File: config.mk
export PLATFORM = sky130hd
export DESIGN_NAME = ram_arbiter
export DESIGN_NICKNAME = d
export VERILOG_FILES = /design/src/rtl/ram_arbiter_pkg.sv /design/src/rtl/ram_arbiter_rr_priority_select.sv /design/src/rtl/ram_arbiter.sv
export SDC_FILE = /design/constraint.sdc
export NUM_CORES = 1
export LEC_CHECK = 0
export ABC_AREA = 1
export BUFFER_PORTS_ARGS = -buffer_cell sky130_fd_sc_hd__buf_2
export CORE_MARGIN = 2
export CORE_UTILIZATION = 40
export CTS_CLUSTER_DIAMETER = 200
export DETAILED_ROUTE_END_ITERATION = 16
export PLACE_DENSITY = 0.75
export SETUP_SLACK_MARGIN = 0.2
export SLEW_MARGIN = 15
export SYNTH_ARGS = -nofsm -noshare
export SYNTH_HDL_FRONTEND = slang
export SYNTH_SLANG_ARGS = --single-unit
File: constraint.sdc
create_clock -name clk -period 2.3 [get_ports clk]
set_clock_uncertainty 0.2 [all_clocks]
set_input_delay 0.23 -clock clk [delete_from_list [all_inputs] [get_ports clk]]
set_output_delay 0.23 -clock clk [all_outputs]
set_load 0.01 [all_outputs]
File: src/rtl/ram_arbiter_pkg.sv
// Shared constants for the data-RAM arbiter: RAM op encoding, default widths,
// FSM state encoding and the index-wrap helper used by the round-robin scan.
package ram_arbiter_pkg;

    localparam int ADDRESS_BITS = 16;
    localparam int DATA_BITS    = 16;

    localparam logic RAM_READ  = 1'b0;
    localparam logic RAM_WRITE = 1'b1;

    localparam logic [1:0] STATE_IDLE   = 2'd0;
    localparam logic [1:0] STATE_ACCESS = 2'd1;
    localparam logic [1:0] STATE_DONE   = 2'd2;

    typedef enum logic [1:0] {
        ST_IDLE   = STATE_IDLE,
        ST_ACCESS = STATE_ACCESS,
        ST_DONE   = STATE_DONE
    } state_e;

    // Callers only ever pass idx < 2*n, so one conditional subtract is a full modulo.
    function automatic int wrap_index(input int idx, input int n);
        return (idx >= n) ? idx - n : idx;
    endfunction

endpackage

File: src/rtl/ram_arbiter_rr_priority_select.sv
// Combinational round-robin picker: first set request bit after lastGrant,
// wrapping modulo numRequesters so non-power-of-two counts never pick a ghost client.
module rr_priority_select
    import ram_arbiter_pkg::*;
#(
    parameter int numRequesters = 4,
    parameter int idxBits       = $clog2(numRequesters)
) (
    input  logic [numRequesters-1:0] req,
    input  logic [idxBits-1:0]       lastGrant,
    output logic [idxBits-1:0]       grant,
    output logic                     anyReq
);

    logic [idxBits-1:0] cand;
    logic               found;
    int                 pos;

    always_comb begin
        grant = '0;
        found = 1'b0;
        cand  = '0;
        pos   = 0;
        // Offset 1 is the client right after the last winner, offset N is the last winner itself.
        for (int k = 1; k <= numRequesters; k++) begin
            pos  = wrap_index(int'(lastGrant) + k, numRequesters);
            cand = idxBits'(pos);
            if (!found && req[cand]) begin
                found = 1'b1;
                grant = cand;
            end
        end
    end

    assign anyReq = |req;

endmodule

File: src/rtl/ram_arbiter.sv
// Single-port data RAM arbiter: latches one client request in IDLE, drives the RAM
// for one ACCESS cycle, then acks the client and captures read data in DONE.
module ram_arbiter
    import ram_arbiter_pkg::*;
#(
    parameter int addrBits      = ADDRESS_BITS,
    parameter int dataBits      = DATA_BITS,
    parameter int numRequesters = 4,
    localparam int idxBits      = $clog2(numRequesters)
) (
    input  logic                               clk,
    input  logic                               reset,
    input  logic [numRequesters-1:0]           req,
    input  logic [numRequesters-1:0]           reqRW,
    input  logic [numRequesters*addrBits-1:0]  reqAddr,
    input  logic [numRequesters*dataBits-1:0]  reqData,
    output logic [numRequesters-1:0]           ack,
    output logic [dataBits-1:0]                readData,
    output logic [addrBits-1:0]                ramAddr,
    output logic [dataBits-1:0]                ramDataIn,
    output logic                               ramRW,
    input  logic [dataBits-1:0]                ramDataOut,
    output logic                               busy
);

    state_e              state_q, state_d;
    logic [idxBits-1:0]  last_grant_q, last_grant_d;
    logic [idxBits-1:0]  grant_q, grant_d;
    logic                rw_q, rw_d;
    logic [addrBits-1:0] addr_q, addr_d;
    logic [dataBits-1:0] data_q, data_d;
    logic [dataBits-1:0] read_data_q, read_data_d;

    logic [idxBits-1:0]  sel_grant;
    logic                any_req;

    rr_priority_select #(
        .numRequesters (numRequesters),
        .idxBits       (idxBits)
    ) u_select (
        .req       (req),
        .lastGrant (last_grant_q),
        .grant     (sel_grant),
        .anyReq    (any_req)
    );

    always_comb begin
        state_d      = state_q;
        last_grant_d = last_grant_q;
        grant_d      = grant_q;
        rw_d         = rw_q;
        addr_d       = addr_q;
        data_d       = data_q;
        read_data_d  = read_data_q;
        case (state_q)
            ST_IDLE: begin
                if (any_req) begin
                    grant_d = sel_grant;
                    rw_d    = reqRW[sel_grant];
                    addr_d  = reqAddr[int'(sel_grant)*addrBits +: addrBits];
                    data_d  = reqData[int'(sel_grant)*dataBits +: dataBits];
                    state_d = ST_ACCESS;
                end
            end
            ST_ACCESS: state_d = ST_DONE;
            ST_DONE: begin
                // RAM output reflects the address presented during ACCESS.
                if (rw_q == RAM_READ)
                    read_data_d = ramDataOut;
                last_grant_d = grant_q;
                state_d      = ST_IDLE;
            end
            default: state_d = ST_IDLE;
        endcase
    end

    always_ff @(posedge clk) begin
        if (!reset) begin
            state_q      <= ST_IDLE;
            last_grant_q <= idxBits'(numRequesters - 1);
            grant_q      <= '0;
            rw_q         <= RAM_READ;
            addr_q       <= '0;
            data_q       <= '0;
            read_data_q  <= '0;
        end else begin
            state_q      <= state_d;
            last_grant_q <= last_grant_d;
            grant_q      <= grant_d;
            rw_q         <= rw_d;
            addr_q       <= addr_d;
            data_q       <= data_d;
            read_data_q  <= read_data_d;
        end
    end

    // RAM-facing outputs are gated by reset so an abort forces a read in the same cycle.
    always_comb begin
        ack = '0;
        if (reset && state_q == ST_DONE)
            ack[grant_q] = 1'b1;
    end

    assign ramRW     = (reset && state_q == ST_ACCESS && rw_q == RAM_WRITE) ? RAM_WRITE : RAM_READ;
    assign ramAddr   = reset ? addr_q : '0;
    assign ramDataIn = reset ? data_q : '0;
    assign readData  = read_data_q;
    assign busy      = (state_q != ST_IDLE);

endmodule
# Yosys cells after proc, flatten, opt, wreduce, memory -nomap -nowiden
# Index checks and enable logic that the tools add are counted.
dict set report totals {
  register_bits 55
  elab_cells 76
}
dict set report classes {
  mux 29
  n_lt_le_gt_ge 11
  add_sub_neg 8
  bitwise 1
  shifts 2
  n_eq_ne 3
  reduce_logical 15
}
# operator n
set ops {}
lappend ops {{indexed part select 64 x 7 -> 16 bit} 2}
lappend ops {{2-to-1 mux 16 bit} 2}
lappend ops {{less-than comparator 2 x 3 -> 1 bit (second input constant)} 6}
lappend ops {{2-to-1 mux 2 bit} 9}
lappend ops {{binary-select mux 1 bit (select 2 bit)} 5}
lappend ops {{2-to-1 mux 1 bit} 10}
lappend ops {{greater-or-equal comparator 3 bit (second input constant)} 3}
lappend ops {{subtractor 2 x 1 -> 2 bit (second input constant)} 4}
lappend ops {{logical AND 1 bit} 7}
lappend ops {{adder 2 x 2 -> 3 bit (second input constant)} 2}
lappend ops {{adder 2 x 3 -> 4 bit (second input constant)} 1}
lappend ops {{greater-or-equal comparator 4 x 3 -> 1 bit (second input constant)} 1}
lappend ops {{2-to-1 mux 4 bit} 1}
lappend ops {{one-hot mux 2 bit (2 select lines)} 1}
lappend ops {{AND reduction 2 bit} 2}
lappend ops {{OR reduction 4 bit} 1}
lappend ops {{adder 2 x 1 -> 3 bit (second input constant)} 1}
lappend ops {{zero test 1 bit} 3}
lappend ops {{demux 1 bit (select 2 bit)} 1}
lappend ops {{== test 2 x 1 -> 1 bit (second input constant)} 1}
lappend ops {{== test 2 bit (second input constant)} 1}
lappend ops {{greater-or-equal comparator 2 x 1 -> 1 bit (second input constant)} 1}
lappend ops {{zero test 2 bit} 1}
lappend ops {{!= test 2 bit (second input constant)} 1}
lappend ops {{other kinds (2)} 2}

# Depth between registers and ports, before layout
dict set report depth {
  ltp_word 17
  ltp_mapped 16
  mapped_depth_nobuf 14
}

# Hierarchy
# A second synthesis with hierarchy kept.
dict set report unflattened {
  hier_cells 748
  area_unflattened_um2 4080.2
}
# module area_each_um2 n_inst cells_each seq_area_each_um2
set by_module_without_submodules {}
lappend by_module_without_submodules {ram_arbiter 3778.6 1 698 1101.1}
lappend by_module_without_submodules {rr_priority_select 301.5 1 50 0.0}

# Worst setup path before layout
# Ideal clock, no wire load.
dict set report synth_path {
  path_kind {reg-to-reg}
  start {register last_grant_q[1]}
  end {register addr_q[3]}
  n_path_buf 2
  arrival_ps 1587
  path_stages_with_launch 14
  setup_time_ps 131
  path_slack_ps 381
  period_less_slack_ps 1919
  path_cell_list {dfxtp_1 > buf_4 > inv_2 > nand2_1 > nand2_2 > nand2_2 > nand2_2 > nor2_4 > nand3_2 > a21oi_2 > buf_2 > nand3_1 > nand3_1 > o21ai_1}
}
dict set report synth_via {
  elab_chain_len 16
  elab_cells_between_ends 38
  classes_between {add/sub: 8; order compare: 4; shift: 1; mux: 19; reduce/logical: 6}
}
# item line_no
set synth_rtl {}
lappend synth_rtl {{start, declared} ram_arbiter.sv:27} ;# logic [idxBits-1:0] last_grant_q, last_grant_d;
lappend synth_rtl {{start signal, assigned} ram_arbiter.sv:80} ;# last_grant_q <= idxBits'(numRequesters - 1);
lappend synth_rtl {{start signal, assigned} ram_arbiter.sv:88} ;# last_grant_q <= last_grant_d;
lappend synth_rtl {{adder 2 x 1 -> 3 bit} ram_arbiter_rr_priority_select.sv:26} ;# pos = wrap_index(int'(lastGrant) + k, numRequesters);
lappend synth_rtl {{greater-or-equal comparator 3 bit or subtractor 2 x 1 -> 2 bit (tied branches)} ram_arbiter_pkg.sv:23} ;# return (idx >= n) ? idx - n : idx;
lappend synth_rtl {{2-to-1 mux 2 bit} ram_arbiter_pkg.sv:23}
lappend synth_rtl {{binary-select mux 1 bit (select 2 bit)} ram_arbiter_rr_priority_select.sv:28} ;# if (!found && req[cand]) begin
lappend synth_rtl {{2-to-1 mux 1 bit (implied by the code)} ram_arbiter_rr_priority_select.sv:28}
lappend synth_rtl {{2-to-1 mux 1 bit} ram_arbiter_rr_priority_select.sv:28}
lappend synth_rtl {{zero test 1 bit} ram_arbiter_rr_priority_select.sv:28}
lappend synth_rtl {{logical AND 1 bit} ram_arbiter_rr_priority_select.sv:28}
lappend synth_rtl {{2-to-1 mux 1 bit} ram_arbiter_rr_priority_select.sv:28}
lappend synth_rtl {{zero test 1 bit} ram_arbiter_rr_priority_select.sv:28}
lappend synth_rtl {{logical AND 1 bit} ram_arbiter_rr_priority_select.sv:28}
lappend synth_rtl {{2-to-1 mux 1 bit} ram_arbiter_rr_priority_select.sv:28}
lappend synth_rtl {{zero test 1 bit} ram_arbiter_rr_priority_select.sv:28}
lappend synth_rtl {{logical AND 1 bit} ram_arbiter_rr_priority_select.sv:28}
lappend synth_rtl {{2-to-1 mux 2 bit *} ram_arbiter_rr_priority_select.sv:28}
lappend synth_rtl {{indexed part select 64 x 7 -> 16 bit *} ram_arbiter.sv:60} ;# addr_d = reqAddr[int'(sel_grant)*addrBits +: addrBits];
lappend synth_rtl {{end signal, assigned} ram_arbiter.sv:91} ;# addr_q <= addr_d;
lappend synth_rtl {{end, declared} ram_arbiter.sv:30} ;# logic [addrBits-1:0] addr_q, addr_d;
# Every way passes the cells marked *; elsewhere a longest branch is shown, timed or not. The select of a mux whose other input is x is not followed.
# A chain may end at the register's enable or synchronous reset.

# Worst setup path after layout
dict set report layout_path {
  start {register last_grant_q[0]}
  end {register data_q[0]}
}
dict set report layout_via {
  elab_chain_len 16
  elab_cells_between_ends 38
  classes_between {add/sub: 8; order compare: 4; shift: 1; mux: 19; reduce/logical: 6}
}
# item line_no
set layout_rtl {}
lappend layout_rtl {{adder 2 x 1 -> 3 bit} ram_arbiter_rr_priority_select.sv:26}
lappend layout_rtl {{greater-or-equal comparator 3 bit or subtractor 2 x 1 -> 2 bit (tied branches)} ram_arbiter_pkg.sv:23}
lappend layout_rtl {{2-to-1 mux 2 bit} ram_arbiter_pkg.sv:23}
lappend layout_rtl {{binary-select mux 1 bit (select 2 bit)} ram_arbiter_rr_priority_select.sv:28}
lappend layout_rtl {{2-to-1 mux 1 bit (implied by the code)} ram_arbiter_rr_priority_select.sv:28}
lappend layout_rtl {{2-to-1 mux 1 bit} ram_arbiter_rr_priority_select.sv:28}
lappend layout_rtl {{zero test 1 bit} ram_arbiter_rr_priority_select.sv:28}
lappend layout_rtl {{logical AND 1 bit} ram_arbiter_rr_priority_select.sv:28}
lappend layout_rtl {{2-to-1 mux 1 bit} ram_arbiter_rr_priority_select.sv:28}
lappend layout_rtl {{zero test 1 bit} ram_arbiter_rr_priority_select.sv:28}
lappend layout_rtl {{logical AND 1 bit} ram_arbiter_rr_priority_select.sv:28}
lappend layout_rtl {{2-to-1 mux 1 bit} ram_arbiter_rr_priority_select.sv:28}
lappend layout_rtl {{zero test 1 bit} ram_arbiter_rr_priority_select.sv:28}
lappend layout_rtl {{logical AND 1 bit} ram_arbiter_rr_priority_select.sv:28}
lappend layout_rtl {{2-to-1 mux 2 bit *} ram_arbiter_rr_priority_select.sv:28}
lappend layout_rtl {{indexed part select 64 x 7 -> 16 bit *} ram_arbiter.sv:61} ;# data_d = reqData[int'(sel_grant)*dataBits +: dataBits];
lappend layout_rtl {{end signal, assigned} ram_arbiter.sv:92} ;# data_q <= data_d;
lappend layout_rtl {{end, declared} ram_arbiter.sv:31} ;# logic [dataBits-1:0] data_q, data_d;
# Marks and branches as above.

==> flow_summary.yaml <==
layout:
  area_growth_pct: 58.1
  nNetsFinal: 950
  drive_gt1_share_pct: 37.4
  layout_commonest_cell: "buf_2"
  fill_cells: 788
  stdcell_area_mm2: 0.00555
  layout_common_cells: "207 x buf_2, 179 x nand3_1, 136 x nand2_1"
  fin_util_pct: 64.5
  antenna_cells: 0
clock_network:
  cts_buffers: 5
  root_buffer: "clkbuf_8"
  path_clk_slew_ps: 110
  cts_buffer_depth: 2
  cts_max_level: 2
  cts.sinks: 55
  clock_latency_ps: 310
  cts_tree: "built"
placement:
  dpl_cell_area_mm2: 0.00463
  gp_congestion: 0.926
  dpl.hpwl_um: 8770
  io_buffers: 207
floorplan:
  dieArea_mm2: 0.00954
  initial_core_util_pct: 40.8
  core_area_mm2: 0.00859
  rows: 34
  die_h_um: 97.7
  die_w_um: 97.7
  ios: 208
flow_run:
  maxCapViolCount: 0
global_routing:
  antenna_found_initial: 0
  gr-total-overflow: 0
  grt_max_degree: 45
  gr-usage-all-layers_pct: 25.1
  grt_pass1_wl_um: 20000
  grt_pass1_vias: 4313
yosys:
  synth_nets: 724
  yosysSeqAreaShare_pct: 31.4
  synth_edf_count: 0
  avgSynthCellArea_um2: 6.16
  synth-seq-cells: 55
  synth_ff_type: "dfxtp_1"
  syn-instance-count: 570
  async_flop_share_pct: 0
  synth_warnings: 0
  synth_cell_types: 27
  synth_area_mm2: 0.00351
detailed_routing:
  drt-total-wl_um: 13900
  vias: 4896
  drc: 0
  wl_per_cell_um: 15.3
  viasPerCell: 5.41
  ant_nets: 0
  firstDrtPassIters: 5
  drtIter0Drc: 242
worst_setup_path:
  path_max_fanout: 9
  arrival_ps: 2240
  critPathLaunchType: "flop"
  crit_path_end_kind: "flop"
  critPathRequiredTime_ps: 2350
  critical_path_class: "reg2reg"
sta:
  worst_slew_pin_slew_ps: 517
  rsz0062_at_grt: "yes"
  maxSlewHeadroom_pct: 65.5
  period_needed_ps: 2180
  setup-violations-final: 0
  hold_violations: 0
  report.final.slew_viol_count: 0
  fmax_mhz: 458
  period_share_pct: 94.9
pwr:
  worst_ir_drop_vdd_mv: 0.319
  leakagePower_uw: 0.00298
  power_density_mw_per_mm2: 643
hold_path:
  min_path_type: "in2reg"
outcome:
  status: "finished, final reports clean"
==> layout make-up <==
cell class | count | area, um2 | share of cell area [%]
clock buffers | 5 | 68.8 | 1.24
clock inverters | 3 | 25.0 | 0.451
inverters | 53 | 204 | 3.68
multi-input cells | 417 | 2150 | 38.8
flip-flops and latches | 55 | 1110 | 20.0
well taps | 108 | 135 | 2.44
repair buffers | 264 | 1850 | 33.4
==> final timing paths <==
path	from	end	slack, ps	cells after the start
worst max-delay path	last_grant_q[0]	data_q[0]	120	14
worst min-delay path	reqAddr[27]	addr_q[11]	40	5
worst max register to register	last_grant_q[0]	data_q[0]	120	14
worst min register to register	state_q[1]	state_q[1]	260	1
==> Yosys cell counts, types with 2 or more instances <==
library cell / number / area, um2
a21oi_1: 17 / 85.1
buf_2: 17 / 85.1
buf_4: 4 / 30.0
buf_6: 6 / 67.6
clkbuf_1: 17 / 63.8
clkinv_1: 4 / 15.0
dfxtp_1: 55 / 1100
inv_1: 45 / 169
inv_2: 4 / 15.0
nand2_1: 147 / 552
nand2_2: 8 / 50.1
nand3_1: 186 / 931
nand3_2: 2 / 20.0
nand4_1: 2 / 12.5
nor2_1: 6 / 22.5
nor3_1: 3 / 15.0
nor4_1: 3 / 18.8
o211ai_1: 2 / 15.0
o21ai_1: 33 / 165
o21ai_2: 2 / 17.5
==> power breakdown <==
part,internal (uW),switching (uW),leakage [uW]
logic,869,991,0.00249
registers,1090,48.9,0.000452
clock network,219,349,0.0000443
total,2180,1390,0.00298
==> per-layer routing <==
metal / GRT usage [%] / vias to the layer above / share of wire (%)
met5: 0 / - / 0
met4: 7.37 / 0 / 3.1
met3: 3.17 / 44 / 8.5
met2: 44.1 / 299 / 49
met1: 32.2 / 2203 / 39
li1: - / 2350 / -
==> cells by family (layout without fill, tap and decap cells) <==
kind of cell / after synthesis / in the layout / synth area share (%)
compound gates: 57 / 57 / 8.74
buf+inv: 98 / 325 / 12.8
flops: 55 / 55 / 31.4
simple gates: 360 / 360 / 47.1
==> sequential cells by signal, summed over array words and instances (netlist names) <==
register,count
addr_q,16
data_q,16
grant_q,2
last_grant_q,2
readData,16
rw_q,1
state_q,2
==> through the flow <==
step                total power, uW  setup slack, ps  hold slack (ps)  instances  TNS (ps)
detailed placement             2480             94.4              251        858         0
finish                         3570              117             35.8        905         0
floorplan                      2070              381              198        570         0
global route                   3780            -7.80             62.1        905     -7.80
global placement               2450              149              238        858         0
CTS                            3200              177             32.7        887         0
==> critical path, cell delays in order, from the launching register on <==
cell and delay, ps:
dfxtp_4 410, inv_4 70, nand2_1 130, nand2_4 90
nand2_4 90, nand2_4 60, nor2_4 160, nand2_2 100
nand2_4 140, buf_12 170, clkbuf_16 150, nand3_1 60
nand3_1 90, nand3_1 90, o21ai_1 110
==> timing repair <==
item                       in CTS  in global routing
pin swaps                       4                 24
gates resized for setup        23                 47
hold endpoints to repair       16                  0
hold buffers                   16                  0
gates cloned                    2                 14
setup buffers                   3                  4
setup endpoints to repair      33                 38
(Power assumes the default switching activity.)
